==> src/rtl/upstream_order_ingress_pkg.sv <==
// Shared types for the order ingress stage: payload struct, FSM states and
// transaction kinds used by the ingress top and its interface.
package upstream_pkg;

  localparam int CLIENT_W = 5;
  localparam int AMOUNT_W = 32;

  typedef struct packed {
    logic [CLIENT_W-1:0] client_id;
    logic [AMOUNT_W-1:0] amount;
  } order_t;

  typedef enum logic [1:0] {
    IDLE,
    ISSUE,
    WAIT
  } ingress_state_t;

  typedef enum logic {
    ORD,
    MAX
  } txn_kind_t;

endpackage

==> src/rtl/upstream_order_ingress_if.sv <==
// Client-side order/max streams plus the processor strobe/payload/done bus.
// The ingress block uses the slave view; its environment uses the master view.
interface upstream_order_ingress_if;
  import upstream_pkg::*;

  logic                ord_valid;
  logic                ord_ready;
  logic [CLIENT_W-1:0] ord_client_id;
  logic [AMOUNT_W-1:0] ord_amount;

  logic                max_valid;
  logic                max_ready;
  logic [CLIENT_W-1:0] max_client_id;
  logic [AMOUNT_W-1:0] max_amount;

  logic                new_order;
  logic                new_max;
  logic [CLIENT_W-1:0] out_order_client_id;
  logic [AMOUNT_W-1:0] out_order_amount;
  logic [CLIENT_W-1:0] out_max_client_id;
  logic [AMOUNT_W-1:0] out_max_amount;
  logic                proc_done;

  modport slave (
    input  ord_valid, ord_client_id, ord_amount,
    input  max_valid, max_client_id, max_amount,
    input  proc_done,
    output ord_ready, max_ready,
    output new_order, new_max,
    output out_order_client_id, out_order_amount,
    output out_max_client_id, out_max_amount
  );

  modport master (
    output ord_valid, ord_client_id, ord_amount,
    output max_valid, max_client_id, max_amount,
    output proc_done,
    input  ord_ready, max_ready,
    input  new_order, new_max,
    input  out_order_client_id, out_order_amount,
    input  out_max_client_id, out_max_amount
  );

endinterface

==> src/rtl/upstream_order_ingress_fifo.sv <==
// Circular-buffer FIFO with wrap-bit pointers. Push is ignored when full and
// pop when empty; full/empty come from registered pointers only.
module upstream_order_fifo #(
  parameter int  DEPTH = 8,
  parameter type T     = logic
) (
  input  logic                       i_clk,
  input  logic                       i_rst,
  input  logic                       i_push,
  input  T                           i_data,
  input  logic                       i_pop,
  output T                           o_data,
  output logic                       o_full,
  output logic                       o_empty,
  output logic [$clog2(DEPTH):0]     o_count
);

  localparam int AW = $clog2(DEPTH);

  T              r_mem [DEPTH];
  logic [AW:0]   r_wptr;
  logic [AW:0]   r_rptr;
  logic          w_do_push;
  logic          w_do_pop;

  assign o_full    = (r_wptr[AW-1:0] == r_rptr[AW-1:0]) && (r_wptr[AW] != r_rptr[AW]);
  assign o_empty   = (r_wptr == r_rptr);
  assign o_count   = r_wptr - r_rptr;
  assign o_data    = r_mem[r_rptr[AW-1:0]];
  assign w_do_push = i_push && !o_full;
  assign w_do_pop  = i_pop && !o_empty;

  always_ff @(posedge i_clk) begin
    if (i_rst) begin
      r_wptr <= '0;
      r_rptr <= '0;
    end else begin
      if (w_do_push) r_wptr <= r_wptr + 1'b1;
      if (w_do_pop)  r_rptr <= r_rptr + 1'b1;
    end
  end

  // Storage needs no reset: entries are only read between valid pointers.
  always_ff @(posedge i_clk) begin
    if (w_do_push) r_mem[r_wptr[AW-1:0]] <= i_data;
  end

endmodule

==> src/rtl/upstream_order_ingress.sv <==
// Ingress front-end: queues orders, holds one max update, and hands exactly one
// transaction at a time to the processor, abandoning it after TIMEOUT cycles.
module upstream_order_ingress
  import upstream_pkg::*;
#(
  parameter int ORD_DEPTH = 8,
  parameter int TIMEOUT   = 64,
  parameter int CNT_W     = 16
) (
  input  logic                         clk,
  input  logic                         HRESET,
  upstream_order_ingress_if.slave      bus,
  output logic                         busy,
  output logic [$clog2(ORD_DEPTH):0]   fifo_count,
  output logic                         timeout_err,
  output logic [CNT_W-1:0]             drop_count
);

  localparam int            TW         = $clog2(TIMEOUT) + 1;
  localparam logic [TW-1:0] TIMER_LAST = TW'(TIMEOUT - 1);

  ingress_state_t   r_state;
  ingress_state_t   w_next_state;
  txn_kind_t        r_kind;
  order_t           r_max_entry;
  order_t           r_out_order;
  order_t           r_out_max;
  order_t           w_fifo_head;
  order_t           w_ord_in;
  logic             r_max_held;
  logic             r_timeout_err;
  logic [TW-1:0]    r_timer;
  logic [CNT_W-1:0] r_drop_count;
  logic             w_full;
  logic             w_empty;
  logic             w_push;
  logic             w_pop;
  logic             w_max_push;
  logic             w_take_max;
  logic             w_timeout;

  assign w_ord_in      = {bus.ord_client_id, bus.ord_amount};
  assign bus.ord_ready = !w_full;
  assign bus.max_ready = !r_max_held;
  assign w_push        = bus.ord_valid && !w_full;
  assign w_max_push    = bus.max_valid && !r_max_held;
  // A held max update always wins arbitration over the order queue.
  assign w_take_max    = (r_state == IDLE) && r_max_held;
  assign w_pop         = (r_state == IDLE) && !r_max_held && !w_empty;
  assign w_timeout     = (r_state == WAIT) && !bus.proc_done && (r_timer == TIMER_LAST);

  upstream_order_fifo #(
    .DEPTH (ORD_DEPTH),
    .T     (order_t)
  ) u_fifo (
    .i_clk   (clk),
    .i_rst   (HRESET),
    .i_push  (w_push),
    .i_data  (w_ord_in),
    .i_pop   (w_pop),
    .o_data  (w_fifo_head),
    .o_full  (w_full),
    .o_empty (w_empty),
    .o_count (fifo_count)
  );

  always_ff @(posedge clk) begin
    if (HRESET) r_state <= IDLE;
    else        r_state <= w_next_state;
  end

  always_comb begin
    w_next_state = r_state;
    case (r_state)
      IDLE:    if (w_take_max || w_pop) w_next_state = ISSUE;
      ISSUE:   w_next_state = WAIT;
      WAIT:    if (bus.proc_done || w_timeout) w_next_state = IDLE;
      default: w_next_state = IDLE;
    endcase
  end

  always_comb begin
    bus.new_order = 1'b0;
    bus.new_max   = 1'b0;
    if (r_state == ISSUE) begin
      bus.new_order = (r_kind == ORD);
      bus.new_max   = (r_kind == MAX);
    end
    busy = (r_state != IDLE);
  end

  assign bus.out_order_client_id = r_out_order.client_id;
  assign bus.out_order_amount    = r_out_order.amount;
  assign bus.out_max_client_id   = r_out_max.client_id;
  assign bus.out_max_amount      = r_out_max.amount;
  assign timeout_err             = r_timeout_err;
  assign drop_count              = r_drop_count;

  // Payload registers load only when leaving IDLE so they stay stable until done.
  always_ff @(posedge clk) begin
    if (HRESET) begin
      r_max_held    <= 1'b0;
      r_max_entry   <= '0;
      r_out_order   <= '0;
      r_out_max     <= '0;
      r_kind        <= ORD;
      r_timer       <= '0;
      r_timeout_err <= 1'b0;
      r_drop_count  <= '0;
    end else begin
      r_timeout_err <= w_timeout;
      if (w_max_push) begin
        r_max_held  <= 1'b1;
        r_max_entry <= {bus.max_client_id, bus.max_amount};
      end else if (w_take_max) begin
        r_max_held  <= 1'b0;
      end
      if (w_take_max) begin
        r_out_max <= r_max_entry;
        r_kind    <= MAX;
      end else if (w_pop) begin
        r_out_order <= w_fifo_head;
        r_kind      <= ORD;
      end
      if (r_state == ISSUE)                        r_timer <= '0;
      else if (r_state == WAIT && !bus.proc_done)  r_timer <= r_timer + 1'b1;
      if (w_timeout && (r_drop_count != '1))       r_drop_count <= r_drop_count + 1'b1;
    end
  end

endmodule

==> src/flat_wrapper.sv <==
// flat-port wrapper written by rule: the top's interface ports become plain ports
module upstream_order_ingress_flat import upstream_pkg::*;
#(
  parameter int ORD_DEPTH = 8,
  parameter int TIMEOUT   = 64,
  parameter int CNT_W     = 16
)
  (clk, HRESET, busy, fifo_count, timeout_err, drop_count, bus_ord_valid, bus_ord_client_id, bus_ord_amount, bus_max_valid, bus_max_client_id, bus_max_amount, bus_proc_done, bus_ord_ready, bus_max_ready, bus_new_order, bus_new_max, bus_out_order_client_id, bus_out_order_amount, bus_out_max_client_id, bus_out_max_amount);
  upstream_order_ingress_if bus_i ();
  input  logic clk;
  input  logic HRESET;
  output logic busy;
  output logic [$clog2(ORD_DEPTH):0] fifo_count;
  output logic timeout_err;
  output logic [CNT_W-1:0] drop_count;
  input wire logic [$bits(bus_i.ord_valid)-1:0] bus_ord_valid;
  input wire logic [$bits(bus_i.ord_client_id)-1:0] bus_ord_client_id;
  input wire logic [$bits(bus_i.ord_amount)-1:0] bus_ord_amount;
  input wire logic [$bits(bus_i.max_valid)-1:0] bus_max_valid;
  input wire logic [$bits(bus_i.max_client_id)-1:0] bus_max_client_id;
  input wire logic [$bits(bus_i.max_amount)-1:0] bus_max_amount;
  input wire logic [$bits(bus_i.proc_done)-1:0] bus_proc_done;
  output wire logic [$bits(bus_i.ord_ready)-1:0] bus_ord_ready;
  output wire logic [$bits(bus_i.max_ready)-1:0] bus_max_ready;
  output wire logic [$bits(bus_i.new_order)-1:0] bus_new_order;
  output wire logic [$bits(bus_i.new_max)-1:0] bus_new_max;
  output wire logic [$bits(bus_i.out_order_client_id)-1:0] bus_out_order_client_id;
  output wire logic [$bits(bus_i.out_order_amount)-1:0] bus_out_order_amount;
  output wire logic [$bits(bus_i.out_max_client_id)-1:0] bus_out_max_client_id;
  output wire logic [$bits(bus_i.out_max_amount)-1:0] bus_out_max_amount;
  assign bus_i.ord_valid = bus_ord_valid;
  assign bus_i.ord_client_id = bus_ord_client_id;
  assign bus_i.ord_amount = bus_ord_amount;
  assign bus_i.max_valid = bus_max_valid;
  assign bus_i.max_client_id = bus_max_client_id;
  assign bus_i.max_amount = bus_max_amount;
  assign bus_i.proc_done = bus_proc_done;
  assign bus_ord_ready = bus_i.ord_ready;
  assign bus_max_ready = bus_i.max_ready;
  assign bus_new_order = bus_i.new_order;
  assign bus_new_max = bus_i.new_max;
  assign bus_out_order_client_id = bus_i.out_order_client_id;
  assign bus_out_order_amount = bus_i.out_order_amount;
  assign bus_out_max_client_id = bus_i.out_max_client_id;
  assign bus_out_max_amount = bus_i.out_max_amount;
  upstream_order_ingress #(.ORD_DEPTH(ORD_DEPTH), .TIMEOUT(TIMEOUT), .CNT_W(CNT_W)) u_core (.clk(clk), .HRESET(HRESET), .bus(bus_i), .busy(busy), .fifo_count(fifo_count), .timeout_err(timeout_err), .drop_count(drop_count));
endmodule
==> config.mk <==
export PLATFORM = sky130hd
export DESIGN_NAME = upstream_order_ingress_flat
export DESIGN_NICKNAME = d
export VERILOG_FILES = /design/src/rtl/upstream_order_ingress_pkg.sv /design/src/rtl/upstream_order_ingress_if.sv /design/src/rtl/upstream_order_ingress_fifo.sv /design/src/rtl/upstream_order_ingress.sv /design/src/flat_wrapper.sv
export SDC_FILE = /design/constraint.sdc
export NUM_CORES = 1
export LEC_CHECK = 0
export BUFFER_PORTS_ARGS = -buffer_cell sky130_fd_sc_hd__buf_2
export CAP_MARGIN = 15
export CORE_ASPECT_RATIO = 1.4
export CORE_MARGIN = 2
export CORE_UTILIZATION = 55
export CTS_BUF_LIST = sky130_fd_sc_hd__clkbuf_16
export DETAILED_ROUTE_END_ITERATION = 16
export PLACE_DENSITY_LB_ADDON = 0.25
export SETUP_SLACK_MARGIN = 0.5
export SLEW_MARGIN = 10
export SYNTH_ARGS = -nofsm -noshare
export SYNTH_HDL_FRONTEND = slang
export SYNTH_SLANG_ARGS = --single-unit
==> constraint.sdc <==
create_clock -name clk -period 6.9 [get_ports clk]
set_input_delay 0 -clock clk [delete_from_list [all_inputs] [get_ports clk]]
set_output_delay 0 -clock clk [all_outputs]
set_load 0.05 [all_outputs]
Yosys cells after proc, flatten, opt, wreduce, memory -nomap -nowiden
Memories as Yosys holds them, arrays and structs flattened. A register that Yosys moved wholly into a read port is not among the register bits. Cells that the tools add are included.

Add/sub/neg operators: 5. Equal/unequal tests: 9. Mux-type cells: 11. Bitwise operators: 2. Reduce and logical (&&, ||, !) cells: 24.

Operator list (number): 16-bit by 1-bit adder with 16-bit output (second input constant) (1); 16-bit inequality test (second input constant) (1); 1-bit logical AND (11); 4-bit by 1-bit adder with 4-bit output (second input constant) (2); 1-bit 2-to-1 mux (8); 7-bit by 1-bit adder with 7-bit output (second input constant) (1); 7-bit by 6-bit == test with 1-bit output (second input constant) (1); 2-bit case mux with 3 select lines (1); 2-bit nonzero test (3); 4-bit == test (1); 1-bit logical NOT (4); 2-bit 2-to-1 mux (2); 2-bit inequality test (second input constant) (2); 2-bit AND reduction (2); 4-bit subtractor (1); 3-bit == test (1); 2-bit by 1-bit == test with 1-bit output (second input constant) (1); 2-bit == test (second input constant) (1); 2-bit logical NOT (1); 1-bit logical OR (2); 1-bit NOT (2); 2-bit OR reduction (1); 1-bit inequality test (1).

Register bits: 110. RAM bits: 296. Input bits: 79. Output and inout port bits: 100. Memories: 1.

Memory list: u_core.u_fifo.r_mem (depth 8, bits a word 37, read ports 1, clocked after memory_dff 1, wr ports 1, RTL line upstream_order_ingress_fifo.sv:20) `T r_mem [DEPTH];`.

Longest topological paths before layout
Depth in word-level cells: 7. Depth in mapped cells: 11. Depth with buffers taken out: 6.

By module
A second synthesis with hierarchy kept.

Cells, all modules: 1132. Area total of the unflattened synthesis: 16743.6 µm².

Modules (own cells, without submodules): upstream_order_fifo (instances 1, cells each 500, area each 11728.7 µm²); upstream_order_ingress (instances 1, cells each 632, area each 5014.8 µm²).

Least setup slack after synthesis
No wires, ideal clock.

Path kind: reg2reg. From: register u_core.u_fifo.r_rptr[2]. To: memory u_core.u_fifo.r_mem[0][0] (netlist name) (enable). Setup time: 477 ps. Arrival: 4899 ps. Data required time: 6423 ps. Slack: 1524 ps. Stages on the path, launching flop included: 9. Path buffers: 2. Path through: dfxtp_1 -> buf_1 -> clkbuf_1 -> inv_1 -> ha_1 -> nand3_1 -> nand2b_1 -> nand3_1 -> nor3_1.

Word-level cells in the longest chain between the ends: 7.

RTL lines: start, declared (RTL line upstream_order_ingress_fifo.sv:22) `logic [AW:0] r_rptr;`; start signal, assigned (RTL line upstream_order_ingress_fifo.sv:39) `if (w_do_pop) r_rptr <= r_rptr + 1'b1;`; 3-bit == test * (RTL line upstream_order_ingress_fifo.sv:26) `assign o_full = (r_wptr[AW-1:0] == r_rptr[AW-1:0]) && (r_wptr[AW] != r_rptr[AW]);`; 1-bit logical AND * (RTL line upstream_order_ingress_fifo.sv:26); 1-bit logical NOT *; via bus_ord_ready (RTL line flat_wrapper.sv:23) `output wire logic [$bits(bus_i.ord_ready)-1:0] bus_ord_ready;`; 1-bit logical AND (RTL line upstream_order_ingress.sv:45) `assign w_push = bus.ord_valid && !w_full;`; 1-bit logical AND * (RTL line upstream_order_ingress_fifo.sv:30) `assign w_do_push = i_push && !o_full;`; 1-bit 2-to-1 mux * (RTL line upstream_order_ingress_fifo.sv:45) `if (w_do_push) r_mem[r_wptr[AW-1:0]] <= i_data;`; 1-bit 2-to-1 mux (not written as such) * (RTL line upstream_order_ingress_fifo.sv:45); end, declared (RTL line upstream_order_ingress_fifo.sv:20).

The timed path passes the listed nets; every way through them passes the cells marked *.

Final worst setup path
From: register u_core.u_fifo.r_rptr[1]. To: memory u_core.u_fifo.r_mem[2][9] (netlist name) (enable).

Word-level cells in the longest chain between the ends: 7.

RTL lines (RTL line): 3-bit == test * (upstream_order_ingress_fifo.sv:26); 1-bit logical AND * (upstream_order_ingress_fifo.sv:26); 1-bit logical NOT * (upstream_order_ingress_fifo.sv:30, upstream_order_ingress.sv:45); 1-bit logical AND (upstream_order_ingress.sv:45); 1-bit logical AND * (upstream_order_ingress_fifo.sv:30); 1-bit 2-to-1 mux * (upstream_order_ingress_fifo.sv:45); 1-bit 2-to-1 mux (not written as such) * (upstream_order_ingress_fifo.sv:45).

Every way passes the cells marked *; elsewhere a longest branch is shown, timed or not.

==> metrics.md <==
| Metric | Value |
|---|---|
| Ys async rst share | 0% |
| Placed Instances | 1651 |
| Combinational share of power | 21.1% |
| Ys Warns | 0 |
| H-Tree Level Count | 2 |
| Crit path max fanout | 42 |
| First-pass GRT wire length | 54700 µm |
| Placed Area | 0.0179 mm² |
| Setup WS pre-CTS | 2.89 ns |
| Post-synth EDFFs | 296 |
| Mapped Avg Cell Area | 14.5 µm² |
| Unrepaired setup endpoints after global routing | no |
| Rows | 75 |
| RD Place Congestion | 0.770 |
| CTS tree | done |
| Port bufs | 178 |
| WS Path Type | flop to flop |
| Switching Fraction | 29.7% |
| Clock tree buffer depth | 3 |
| Core region area | 0.0298 mm² |
| Psw | 0.00204 W |
| Pre-Repair DR Iteration Count | 5 |
| Starting Density | 55.5% |
| Setup ws final | 2.91 ns |
| Post-route minimum period | 3.99 ns |
| Final period util | 57.9% |
| Post-Layout Cell Count | 1814 |
| Post-DR wirelength/cell | 19.4 µm |
| ANT cells | 0 |
| Endpoints failing hold | 0 |
| Max Cap Viol | 0 |
| Pint | 0.00482 W |
| Final setup vio count | 0 |
| Clk pwr share | 33.2% |
| Area delta synth->final | 21.2% |
| Max VDD drop | 0.246 mV |
| Synth Area in Compound Gates | 5.90% |
| Fin nets | 1483 |
| Setup TNS | 0 ns |
| Final WL | 35200 µm |
| Largest family of logic cells by synthesized area | multiplexers |
| Unique masters post-synth | 39 |
| Post-Syn Area | 0.0166 mm² |
| Seq/Total Area, Yosys | 71.4% |
| Die H | 209 µm |
| DRT antenna net count | 0 |
| Clock Skew | 0.0148 ns |
| Leak Pwr | 7.07 nW |
| Share of cells above drive strength 1 | 24.4% |
| # DRC | 0 |
| Critical Path End Type | flop |
| Worst-path clk slew | 0.06 ns |
| Vias in the first global route | 10400 |
| Cts hold-fix bufs | 86 |
| Final Cell Area | 0.0201 mm² |
| Status | finished, final reports clean |
| Setup Fix Bufs, Post-CTS | 0 |
| Crit path DAT | 4.19 ns |
| Synth Area in XOR/XNOR | 0.687% |
| Cell count after synthesis | 1144 |
| CP required | 7.10 ns |
| Worst hold path type | input port to flop |
| Clk_lat worst skew | 0.54 ns |
| Via Count | 10300 |
| Die width | 151 µm |
| Worst-margin pin slew | 1.12 ns |
| Total GRT Usage | 22.3% |
| CP Launch Type | flop |
| CTS Sinks | 443 |
| Largest net degree at the start of global routing | 92 |
| # resized after CTS | 0 |
| Slew HR | 25.1% |
| CTS buffer count | 42 |
| Sequential share of power | 45.7% |
| Initial antenna violation count | 0 |
| Die area | 0.0316 mm² |
| Initial DRC Count | 555 |
| Ports | 179 |
| GRT Residual Overflow | 0 |
| Via density | 5.70 |
| DP HPWL | 19700 µm |
| Fmax | 250 MHz |
| Mux contribution to synthesized area | 10.3% |
| Synthesis-stage register bit count | 443 |
| Adder-Cell Fraction of Synth Area | 0.649% |
| Clk root buf | clkbuf_16 |
| Post-Synth Simple-Gate Area | 9.21% |
| Mapped Nets | 1231 |
| Max-slew violation count | 0 |
| Final Power | 0.00686 W |
| Primary FF master, synth | edfxtp_1 |
| PD cells | 342 mW/mm² |
-- cells in the mapped netlist, types with 2 or more instances --
cell	count	area share [%]
edfxtp_1	296	54
nand2_1	242	5.5
dfxtp_1	147	18
a21oi_1	95	2.9
mux4_2	74	10
nor2_1	61	1.4
clkbuf_1	50	1.1
a311oi_1	37	2.0
buf_1	12	0.27
or4_1	11	0.50
inv_1	10	0.23
nand3_1	10	0.30
buf_2	9	0.27
nor3_1	9	0.27
o31ai_1	9	0.41
o21ai_0	8	0.24
ha_1	7	0.53
xor2_1	7	0.37
xnor2_1	6	0.32
nand4_1	5	0.19
or3_1	5	0.19
nand2b_1	4	0.15
o211ai_1	4	0.18
and3_1	3	0.11
nor2b_1	3	0.11
nor4_1	3	0.11
a21o_1	2	0.091
and4_1	2	0.11
mux2_2	2	0.14
or2_2	2	0.075
-- per-layer routing --
layer	routed length (µm)	global-route usage, %	part of all wire [%]	up-vias
li1	-	-	-	4776
met1	13800	27.9	39	5183
met2	18100	39.7	51	326
met3	2390	3.89	6.8	58
met4	832	6.57	2.4	0
met5	0	0	0	-
-- stage by stage --
step	utilization [%]	hold slack (ns)
after detailed placement	59.9	0.249
after global routing	67.3	0.246
after global placement	59.9	0.245
final	67.3	0.250
after CTS	67.3	0.220
after floorplan	-	0.0989
-- state kept, by name, indices dropped and copies added, names as in the netlist --
| register | count |
|---|---|
| u_core.u_fifo.r_mem | 296 |
| u_core.u_fifo.r_rptr | 4 |
| u_core.bus.out_max_amount | 32 |
| u_core.r_max_held | 1 |
| u_core.bus.out_order_amount | 32 |
| u_core.drop_count | 16 |
| u_core.bus.out_max_client_id | 5 |
| u_core.timeout_err | 1 |
| u_core.r_timer | 7 |
| u_core.u_fifo.r_wptr | 4 |
| u_core.r_kind | 1 |
| u_core.bus.out_order_client_id | 5 |
| u_core.r_state | 2 |
| u_core.r_max_entry | 37 |
-- area by class of cell --
cell class                 instances  area [µm²]
fill                            2088        9760
tap                              385         482
sequential                       443       11800
clock buffer                      43        1080
inverter                          10        37.5
clock inverter                    34         284
timing repair buffer             279        1870
multi-input combinational        620        4500
-- cells in the final DEF, fill, tap and decap left out, types with 6 or more instances in the layout --
| master | Yosys | layout |
|---|---|---|
| dfxtp_1 | 147 | 144 |
| a311oi_1 | 37 | 37 |
| nand2_1 | 242 | 242 |
| inv_1 | 10 | 16 |
| nor2_4 | 0 | 6 |
| buf_4 | 0 | 16 |
| ha_1 | 7 | 7 |
| xnor2_1 | 6 | 6 |
| or4_1 | 11 | 11 |
| nor2_1 | 61 | 54 |
| dlygate4sd3_1 | 0 | 86 |
| buf_2 | 9 | 177 |
| mux4_2 | 74 | 74 |
| xor2_1 | 7 | 7 |
| clkbuf_16 | 0 | 43 |
| o31ai_1 | 9 | 9 |
| o21ai_0 | 8 | 8 |
| clkinv_2 | 0 | 7 |
| nor3_1 | 9 | 7 |
| clkinv_1 | 0 | 10 |
| a21oi_1 | 95 | 95 |
| nand3_1 | 10 | 10 |
| edfxtp_1 | 296 | 296 |
-- critical path, stage by stage, from the launching register on --
cell and delay [ns]:
dfxtp_2 1.02, clkinv_1 0.19, buf_4 0.35, ha_1 0.37, nand3_1 0.26, nand2b_1 0.17, nand3_1 0.32, nor2_4 0.50
buf_4 0.45
-- power groups by stage --
stage	sequential [W]	clock, W	combinational (W)
2_1_floorplan	0.00345	0	0.000806
3_3_place_gp	0.00319	0	0.00139
3_5_place_dp	0.00320	0	0.00142
4_1_cts	0.00314	0.00232	0.00146
5_1_grt	0.00316	0.00242	0.00156
6_report	0.00314	0.00228	0.00145
-- path summary, 6_finish.rpt --
check | endpoint | depth (start not counted) | slack, ns | from
min reg2reg | u_core.bus.out_max_client_id[4]$_SDFFE_PP0P_ | 2 | 0.44 | u_core.r_max_entry[36]$_SDFFE_PP0P_
max | u_core.u_fifo.r_mem[2][9]$_DFFE_PP_ | 8 | 2.91 | u_core.u_fifo.r_rptr[1]$_SDFFE_PP0P_
max reg2reg | u_core.u_fifo.r_mem[2][9]$_DFFE_PP_ | 8 | 2.91 | u_core.u_fifo.r_rptr[1]$_SDFFE_PP0P_
min | u_core.r_max_entry[8]$_SDFFE_PP0P_ | 4 | 0.25 | bus_max_amount[8]
-- kinds of logic (layout without fill, tap and decap cells) --
| logic type | count (synthesis) | after routing |
|---|---|---|
| muxes | 77 | 77 |
| xor gates and xnor gates | 13 | 13 |
| and+or+nand+nor | 364 | 364 |
| DFF | 443 | 443 |
| AOI/OAI and AO/OA | 158 | 158 |
| adders and majority gates | 8 | 8 |
| buffers and inverters | 81 | 366 |
(Power assumes the default switching activity.)
